$ cat src/rtl/draw_snake.sv
// draw_snake: snake body storage, movement/collision FSM and colour overlay
// stage that sits directly after draw_background.
//
// Ports:
//   pclk, rst                    pixel clock, synchronous active-high reset
//   hcount_in/vcount_in, *sync_in, *blnk_in, rgb_in
//                                pixel stream from draw_background
//   frame_x/y_inside_grid, number_x/y_grid
//                                playable-area geometry in 16 px grid cells
//   move_tick, dir, grow         step request, requested direction, grow pulse
//   hcount_out/vcount_out, *sync_out, *blnk_out, rgb_out
//                                stream delayed one cycle, snake overlaid
//   head_x, head_y, snake_len    head grid position and current length
//   busy, game_over              FSM in CHECK/MOVE, FSM in DEAD
module draw_snake #(
    parameter int unsigned MAX_LEN    = 32,
    parameter int unsigned START_LEN  = 4,
    parameter int unsigned START_X    = 20,
    parameter int unsigned START_Y    = 20,
    parameter logic [11:0] HEAD_COLOR = 12'h0_4_0,
    parameter logic [11:0] BODY_COLOR = 12'h0_8_0,
    parameter logic [11:0] DEAD_COLOR = 12'hf_0_0
) (
    input  logic        pclk,
    input  logic        rst,
    input  logic [10:0] hcount_in,
    input  logic [10:0] vcount_in,
    input  logic        hsync_in,
    input  logic        hblnk_in,
    input  logic        vsync_in,
    input  logic        vblnk_in,
    input  logic [11:0] rgb_in,
    input  logic [6:0]  frame_x_inside_grid,
    input  logic [5:0]  frame_y_inside_grid,
    input  logic [6:0]  number_x_grid,
    input  logic [5:0]  number_y_grid,
    input  logic        move_tick,
    input  logic [1:0]  dir,
    input  logic        grow,
    output logic [10:0] hcount_out,
    output logic [10:0] vcount_out,
    output logic        hsync_out,
    output logic        hblnk_out,
    output logic        vsync_out,
    output logic        vblnk_out,
    output logic [11:0] rgb_out,
    output logic [6:0]  head_x,
    output logic [5:0]  head_y,
    output logic [5:0]  snake_len,
    output logic        busy,
    output logic        game_over
);

    localparam int unsigned LEN_W = 6;
    localparam int unsigned IDX_W = (MAX_LEN > 1) ? $clog2(MAX_LEN) : 1;
    localparam int unsigned SEG_W = 13;

    typedef enum logic [1:0] {S_IDLE, S_CHECK, S_MOVE, S_DEAD} state_t;

    state_t             r_state;
    state_t             w_state_nx;

    // Segment i packed as {x[6:0], y[5:0]}; index 0 is the head.
    logic [SEG_W-1:0]   r_seg [MAX_LEN];
    logic [LEN_W-1:0]   r_len;
    logic [LEN_W-1:0]   r_k;
    logic [LEN_W-1:0]   r_idx;
    logic [1:0]         r_dir;
    logic               r_grow_pending;
    logic [6:0]         r_nx;
    logic [5:0]         r_ny;
    logic               r_busy;
    logic               r_game_over;

    logic [1:0]         w_eff_dir;
    logic [7:0]         w_hx;
    logic [6:0]         w_hy;
    logic [7:0]         w_nx;
    logic [6:0]         w_ny;
    logic [7:0]         w_x_max;
    logic [6:0]         w_y_max;
    logic               w_in_area;
    logic               w_seg_hit;
    logic               w_last;
    logic [SEG_W-1:0]   w_cell;
    logic               w_head_hit;
    logic               w_body_hit;
    logic [11:0]        w_rgb;

    // Next head from the effective direction; one extra bit so that a step
    // past column/row 0 wraps to a large value and lands outside the area.
    always_comb begin
        w_eff_dir = (dir == (r_dir ^ 2'd2)) ? r_dir : dir;
        w_hx      = {1'b0, r_seg[0][12:6]};
        w_hy      = {1'b0, r_seg[0][5:0]};
        w_nx      = w_hx;
        w_ny      = w_hy;
        case (w_eff_dir)
            2'd0:    w_nx = w_hx + 8'd1;
            2'd1:    w_ny = w_hy - 7'd1;
            2'd2:    w_nx = w_hx - 8'd1;
            default: w_ny = w_hy + 7'd1;
        endcase
        w_x_max   = {1'b0, number_x_grid} - {1'b0, frame_x_inside_grid} - 8'd1;
        w_y_max   = {1'b0, number_y_grid} - {1'b0, frame_y_inside_grid} - 7'd1;
        w_in_area = (w_nx >= {1'b0, frame_x_inside_grid}) && (w_nx <= w_x_max) &&
                    (w_ny >= {1'b0, frame_y_inside_grid}) && (w_ny <= w_y_max);
        w_seg_hit = (r_seg[IDX_W'(r_idx)] == {r_nx, r_ny});
        w_last    = (r_idx == (r_k - LEN_W'(1)));
    end

    // Next-state logic.
    always_comb begin
        w_state_nx = r_state;
        case (r_state)
            S_IDLE: begin
                if (move_tick) begin
                    w_state_nx = w_in_area ? S_CHECK : S_DEAD;
                end
            end
            S_CHECK: begin
                if (w_seg_hit) begin
                    w_state_nx = S_DEAD;
                end else if (w_last) begin
                    w_state_nx = S_MOVE;
                end
            end
            S_MOVE:  w_state_nx = S_IDLE;
            S_DEAD:  w_state_nx = S_DEAD;
            default: w_state_nx = S_IDLE;
        endcase
    end

    // State register; status flags registered from the next state.
    always_ff @(posedge pclk) begin
        if (rst) begin
            r_state     <= S_IDLE;
            r_busy      <= 1'b0;
            r_game_over <= 1'b0;
        end else begin
            r_state     <= w_state_nx;
            r_busy      <= (w_state_nx == S_CHECK) || (w_state_nx == S_MOVE);
            r_game_over <= (w_state_nx == S_DEAD);
        end
    end

    // Body array, move bookkeeping and grow request.
    always_ff @(posedge pclk) begin
        if (rst) begin
            for (int unsigned i = 0; i < MAX_LEN; i++) begin
                r_seg[i] <= (i < START_LEN) ? {7'(START_X - i), 6'(START_Y)} : '0;
            end
            r_len          <= LEN_W'(START_LEN);
            r_k            <= '0;
            r_idx          <= '0;
            r_dir          <= 2'd0;
            r_grow_pending <= 1'b0;
            r_nx           <= '0;
            r_ny           <= '0;
        end else begin
            if (grow && (r_state != S_DEAD)) begin
                r_grow_pending <= 1'b1;
            end
            case (r_state)
                S_IDLE: begin
                    if (move_tick) begin
                        r_dir <= w_eff_dir;
                        r_nx  <= w_nx[6:0];
                        r_ny  <= w_ny[5:0];
                        // A pending grow keeps the tail in place, so it must be checked too.
                        r_k   <= r_grow_pending ? r_len : (r_len - LEN_W'(1));
                        r_idx <= '0;
                    end
                end
                S_CHECK: begin
                    if (!w_last) begin
                        r_idx <= r_idx + LEN_W'(1);
                    end
                end
                S_MOVE: begin
                    for (int unsigned i = 1; i < MAX_LEN; i++) begin
                        r_seg[i] <= r_seg[i-1];
                    end
                    r_seg[0] <= {r_nx, r_ny};
                    if (r_grow_pending && (r_len < LEN_W'(MAX_LEN))) begin
                        r_len <= r_len + LEN_W'(1);
                    end
                    // A grow arriving in this cycle survives for the next move.
                    r_grow_pending <= grow;
                end
                default: ;
            endcase
        end
    end

    // Colour selection for the current pixel cell.
    always_comb begin
        w_cell     = {hcount_in[10:4], vcount_in[9:4]};
        w_head_hit = (r_seg[0] == w_cell);
        w_body_hit = 1'b0;
        for (int unsigned i = 1; i < MAX_LEN; i++) begin
            if ((i < 32'(r_len)) && (r_seg[i] == w_cell)) begin
                w_body_hit = 1'b1;
            end
        end
        w_rgb = rgb_in;
        if (!(hblnk_in || vblnk_in)) begin
            if (w_head_hit) begin
                w_rgb = r_game_over ? DEAD_COLOR : HEAD_COLOR;
            end else if (w_body_hit) begin
                w_rgb = r_game_over ? DEAD_COLOR : BODY_COLOR;
            end
        end
    end

    // Output pipeline stage keeps timing aligned with the overlay.
    always_ff @(posedge pclk) begin
        if (rst) begin
            hcount_out <= '0;
            vcount_out <= '0;
            hsync_out  <= 1'b0;
            hblnk_out  <= 1'b0;
            vsync_out  <= 1'b0;
            vblnk_out  <= 1'b0;
            rgb_out    <= '0;
        end else begin
            hcount_out <= hcount_in;
            vcount_out <= vcount_in;
            hsync_out  <= hsync_in;
            hblnk_out  <= hblnk_in;
            vsync_out  <= vsync_in;
            vblnk_out  <= vblnk_in;
            rgb_out    <= w_rgb;
        end
    end

    assign head_x    = r_seg[0][12:6];
    assign head_y    = r_seg[0][5:0];
    assign snake_len = r_len;
    assign busy      = r_busy;
    assign game_over = r_game_over;

endmodule

$ cat config.mk
export PLATFORM = sky130hd
export DESIGN_NAME = draw_snake
export DESIGN_NICKNAME = d
export VERILOG_FILES = /design/src/rtl/draw_snake.sv
export SDC_FILE = /design/constraint.sdc
export NUM_CORES = 1
export LEC_CHECK = 0
export CORE_MARGIN = 4
export CORE_UTILIZATION = 35
export DETAILED_ROUTE_END_ITERATION = 8
export HOLD_SLACK_MARGIN = 0.06
export PLACE_DENSITY_LB_ADDON = 0.3
export SYNTH_ARGS = -nofsm -noshare
export SYNTH_HDL_FRONTEND = slang
export SYNTH_SLANG_ARGS = --single-unit
$ cat constraint.sdc
create_clock -name pclk -period 13.05 [get_ports pclk]
set_input_delay 2.61 -clock pclk [delete_from_list [all_inputs] [get_ports pclk]]
set_output_delay 2.61 -clock pclk [all_outputs]
set_load 0.02 [all_outputs]
Yosys cells after proc, flatten, opt, wreduce, memory -nomap -nowiden
Memory sizes are Yosys's and may differ from the RTL's. A register that Yosys moved wholly into a read port is not among the register bits. Cells that the tools add are included. W data, S select, Z words.

Register bits after elaboration: 76. RAM bits: 416. Bits of input ports: 70. Output and inout port bits: 59. Word-level logic and storage cells: 280. Memories kept: 1.

Add/subtract/negate cells: 12. Order comparisons: 36. Equal/unequal tests: 46. Mux-type cells: 89. Bitwise logic cells: 33. Reductions and logical operators: 46.

Memory list: r_seg (words 32, width 13, read ports 33, clocked after memory_dff 1, write ports 32, line 64) `logic [SEG_W-1:0] r_seg [MAX_LEN];`.

Operator list (count): $eq A13 B13 Y1 (33); $mux W13 (32); $lt A5 B6 Y1 const A (16); $mux W12 (5); $lt A4 B6 Y1 const A (8); $mux W1 (38); $logic_and A1 B1 Y1 (36); $or A1 B1 Y1 (32); $lt A3 B6 Y1 const A (4); $mux W6 (3); $pmux W8 S2 (1); $pmux W7 S2 (1); $add A6 B1 Y6 const B (2); $lt A2 B6 Y1 const A (2); $pmux W6 S2 (1); $sub A6 B1 Y6 const B (2); $eq A2 B2 Y1 const B (5); $mux W2 (5); $mux W5 (2); $add A7 B1 Y8 const B (1); $ge A8 B7 Y1 (1); $le A8 B8 Y1 (1); $pmux W2 S4 (1); $sub A7 B1 Y8 const B (1); 21 further kinds (29).

Depth between registers and ports, before layout
An unclocked memory read counts as a cell.

Word-level depth: 37. Gate-level depth with buffers: 25. Mapped depth without buffers: 24.

Worst setup path before layout
No wires, ideal clock.

Kind: input -> register. Start point: input port rst. End point: memory r_seg[0][0], enable pin. Library setup time: 0.584 ns. Arrival time: 7.797 ns. Required time: 12.466 ns. Slack: 4.669 ns. Stages: 5. Cells stage by stage: clkbuf_1 -> a21oi_1 -> clkbuf_1 -> clkbuf_1 -> inv_1.

RTL lines: from (decl) (line 25) `input logic rst,`; to (decl) (line 64).

Worst setup path in the final report
Start point: input port dir[0]. End point: register r_busy (netlist: busy).

Longest elaborated chain between the ends: 13. Elaborated cells on any way between the ends: 21.

Ends and longest elaborated chain: from (decl) (line 38) `input logic [1:0] dir,`; $eq A2 B2 Y1 (line 93) `w_eff_dir = (dir == (r_dir ^ 2'd2)) ? r_dir : dir;`; $mux W2 * (line 93); $eq A2 B2 Y1 / $logic_not A2 Y1 (equally long branches) (line 98) `case (w_eff_dir)`; $pmux W8 S2 * (line 98); via w_nx[5] (line 78) `logic [7:0] w_nx;`; $ge A8 B7 Y1 / $le A8 B8 Y1 (equally long branches) (line 106) `w_in_area = (w_nx >= {1'b0, frame_x_inside_grid}) && (w_nx <= w_x_max) &&`; $logic_and A1 B1 Y1 * (2 in a row) (line 106); $logic_and A1 B1 Y1 * (line 107) `(w_ny >= {1'b0, frame_y_inside_grid}) && (w_ny <= w_y_max);`; $mux W2 * (line 118) `w_state_nx = w_in_area ? S_CHECK : S_DEAD;`; $mux W2 * (line 117) `if (move_tick) begin`; $pmux W2 S4 * (line 115) `case (r_state)`; via w_state_nx[1] (line 61) `state_t w_state_nx;`; $eq A2 B1 Y1 / $eq A2 B2 Y1 (equally long branches) (line 142) `r_busy <= (w_state_nx == S_CHECK) || (w_state_nx == S_MOVE);`; $logic_or A1 B1 Y1 * (line 142); to (signal assigned) (line 142); to (decl) (line 72) `logic r_busy;`.

Mark *: on every way through the listed nets, which the timed path passes. The rest lies on a longest branch. A chain may end at the register's enable or synchronous reset.

==> flow_metrics.env <==
export IMPL_outcome="finished with violations"
export IMPL_violations="max-capacitance violations"
export IMPL_final_common_cell="xor2_1"
export IMPL_max_cap_violations=1
export IMPL_fp_dieH_um=287.5
export IMPL_regArea_mm2=0.01230
export IMPL_endpoint_kind="flop"
export IMPL_drcViolationCount=0
export IMPL_dp_hpwl_mm=64.02
export IMPL_rows=102
export IMPL_worst_pin_slew_ns=1.425
export IMPL_grt_pass1_vias=19546
export IMPL_powerDensity_mw_per_mm2=151.1
export IMPL_track_usage=0.2196
export IMPL_vias=20419
export IMPL_clk_pin_slew_ns=0.06
export IMPL_tns_ns=0
export IMPL_critPathCapture="busy"
export IMPL_synth_nets=2549
export IMPL_io_pins=129
export IMPL_crit_type="in -> reg"
export IMPL_clock_path_buffers=3
export IMPL_routabilityCongestion=0.9459
export IMPL_die_area_mm2=0.08268
export IMPL_ff2ff_path_depth=11
export IMPL_gr_total_overflow=0
export IMPL_drive_gt1_frac=0.09888
export IMPL_hold_viol_final=0
export IMPL_ys_ff_latch=497
export IMPL_yosys_area_share_simple=0.1293
export IMPL_wirelength_mm=94.51
export IMPL_period_needed_ns=7.376
export IMPL_stdcell_area_mm2=0.03116
export IMPL_skew_ns=0.02067
export IMPL_syn_inst=2416
export IMPL_routed_via_density=5.771
export IMPL_synth_compound_area_frac=0.1107
export IMPL_wl_met2_mm=42.42
export IMPL_postCtsResizedCells=0
export IMPL_diodes=0
export IMPL_rsz0062_at_grt="false"
export IMPL_synth_mux_area_fraction=0.09250
export IMPL_startpoint_type="input pin"
export IMPL_grt_pass1_wl_mm=136.3
export IMPL_min_period_over_period=0.5652
export IMPL_fmax_mhz=135.6
export IMPL_min_delay_path_class="reg -> reg"
export IMPL_drtPass1Iterations=6
export IMPL_clk_latency_ns=0.63
export IMPL_p_leak_uw=0.01146
export IMPL_reg2reg_to="busy"
export IMPL_most_common_layout_cells="xor2_1 (274), dfxtp_1 (259), edfxtp_1 (234)"
export IMPL_synth_adder_area_share=0.02992
export IMPL_synth_distinct_cells=73
export IMPL_ir_worst_vdd_mv=0.1543
export IMPL_die_w_um=287.5
export IMPL_synth_top_area_cell="edfxtp_1"
export IMPL_multi_input_area_mm2=0.01408
export IMPL_synth_area_leaders="edfxtp_1 (26%), dfxtp_1 (19%), xor2_1 (8.8%)"
export IMPL_ff2ff_setup_slack_ns=7.87
export IMPL_cp_max_fo=25
export IMPL_avgSynthCellArea_um2=11.32
export IMPL_dr_max_layer_used="met5"
export IMPL_crit_required_ns=13.53
export IMPL_portBuffers=128
export IMPL_nFillCells=7459
export IMPL_wire_per_inst_um=26.71
export IMPL_layout_nets=2584
export IMPL_hold_buffers=0
export IMPL_final_antenna_net_count=0
export IMPL_cts_made_buffers=55
export IMPL_grt_max_degree=273
export IMPL_seq_area_frac_synth=0.4494
export IMPL_synth_flop_cell="dfxtp_1"
export IMPL_clock_tree_root_cell="clkbuf_16"
export IMPL_synth_edff_count=234
export IMPL_start_util=0.3531
export IMPL_routed_wl_met3_mm=8.084
export IMPL_max_slew_margin=0.02526
export IMPL_wl_met1_mm=40.43
export IMPL_synth_top_area_frac=0.2569
export IMPL_yosysWarningCount=0
export IMPL_crit_start="dir[0]"
export IMPL_cp_arrival_ns=7.85
export IMPL_drtIter0Drc=2375
export IMPL_htreeDepth=2
export IMPL_setup_viol=0
export IMPL_synthXorXnorAreaFrac=0.1515
export IMPL_async_flop_share=0
export IMPL_antenna_found_initial=8
export IMPL_post_dp_cell_area_mm2=0.02933
export IMPL_tritoncts="yes"
export IMPL_syn_cell_area_mm2=0.02735
export IMPL_final_max_slew_viol_count=0
export IMPL_cts_setup_buffers=0
export IMPL_syn_to_final_growth_pct=13.93
export IMPL_synth_top_family_by_area="XOR/XNOR gates"
export IMPL_numClockSinks=497
export IMPL_core_area_mm2=0.07747
## state kept, by name (all words and copies together) (netlist names), named ones only
register / count
vcount_out: 11
hblnk_out: 1
r_nx: 7
game_over: 1
hsync_out: 1
r_idx: 6
r_seg: 416
busy: 1
vblnk_out: 1
snake_len: 6
hcount_out: 11
vsync_out: 1
r_state: 2
r_grow_pending: 1
r_k: 6
rgb_out: 12
r_dir: 2
r_ny: 6
## cell families after synthesis
| kind of cell | after synthesis |
|---|---|
| compound gates | 391 |
| xor+xnor | 473 |
| fa+ha+maj | 63 |
| buf+inv | 223 |
| flops | 497 |
| mux | 150 |
| simple gates | 619 |
## worst min path at each step
stage,from,endpoint,slack [ns],cells after the start
floorplan,r_k[1],r_k[1],0.44,2
global placement,r_dir[0],r_dir[0],0.47,2
detailed placement,r_k[1],r_k[1],0.47,2
CTS,r_dir[0],r_dir[0],0.48,2
global route,r_k[1],r_k[1],0.50,2
finish,r_dir[0],r_dir[0],0.48,2
## metal layers
metal,global-route usage,up-vias
met5,0,-
met4,0.08071,2
met3,0.03959,193
met2,0.3354,970
met1,0.3111,10377
li1,-,8877
## synth_stat cells (all sizes together), types with 4 or more instances
master	n
a2111oi	10
a211oi	16
a21o	20
a21oi	45
a221oi	7
a22o	182
a22oi	16
a31oi	14
and2	226
and3	6
buf	89
clkbuf	95
dfxtp	263
edfxtp	234
fa	4
ha	59
inv	38
mux2	12
mux2i	57
mux4	81
nand2	63
nand2b	13
nand3	33
nand4	52
nor2	53
nor2b	45
nor3	29
nor3b	9
nor4	64
o2111ai	6
o21a	5
o21ai	31
o21bai	7
o22ai	7
or3	18
xnor2	199
xor2	274
## power breakdown
group	total (uW)	internal, uW	switching, uW
registers	2080	1850	234
clock network	1600	927	677
logic	1020	416	605
total	4710	3190	1520
## cell type report
type,instances,share of cell area
Clock buffer,76,0.04959
Clock inverter,28,0.009195
Inverter,39,0.004939
Multi-Input combinational cell,1696,0.4517
Sequential cell,497,0.3949
Tap cell,1040,0.04176
Timing Repair Buffer,162,0.04794
## stage by stage
stage / power [uW] / hold WS (ns) / cells / util / setup WS, ns
after floorplan: 2742 / 0.4448 / 2416 / - / 4.669
after global placement: 3096 / 0.4656 / 3434 / 0.3786 / 5.107
after detailed placement: 3113 / 0.4712 / 3434 / 0.3786 / 5.076
after CTS: 4716 / 0.4796 / 3538 / 0.4023 / 5.714
after global routing: 4879 / 0.5013 / 3538 / 0.4023 / 5.263
final: 4708 / 0.4784 / 3538 / 0.4023 / 5.674
## critical path, stage by stage
cell	delay, ns
clkdlybuf4s50_1	0.47
buf_4	0.28
xor2_1	0.21
mux2i_1	0.48
nor2_1	0.28
ha_1	0.34
a21o_1	0.15
a21oi_1	0.20
nor2b_1	0.08
o21a_1	0.20
nor2_1	0.11
xor2_1	0.19
nor2_1	0.08
a21o_1	0.20
ha_1	0.32
a21oi_1	0.15
nor2b_1	0.06
o21ai_0	0.14
nand2b_1	0.08
o22a_1	0.22
o21ai_0	0.15
o221ai_1	0.12
inv_1	0.10
nand3_1	0.16
ha_1	0.34
nor2b_1	0.12
Note: power is estimated with default switching activity, not from simulation.
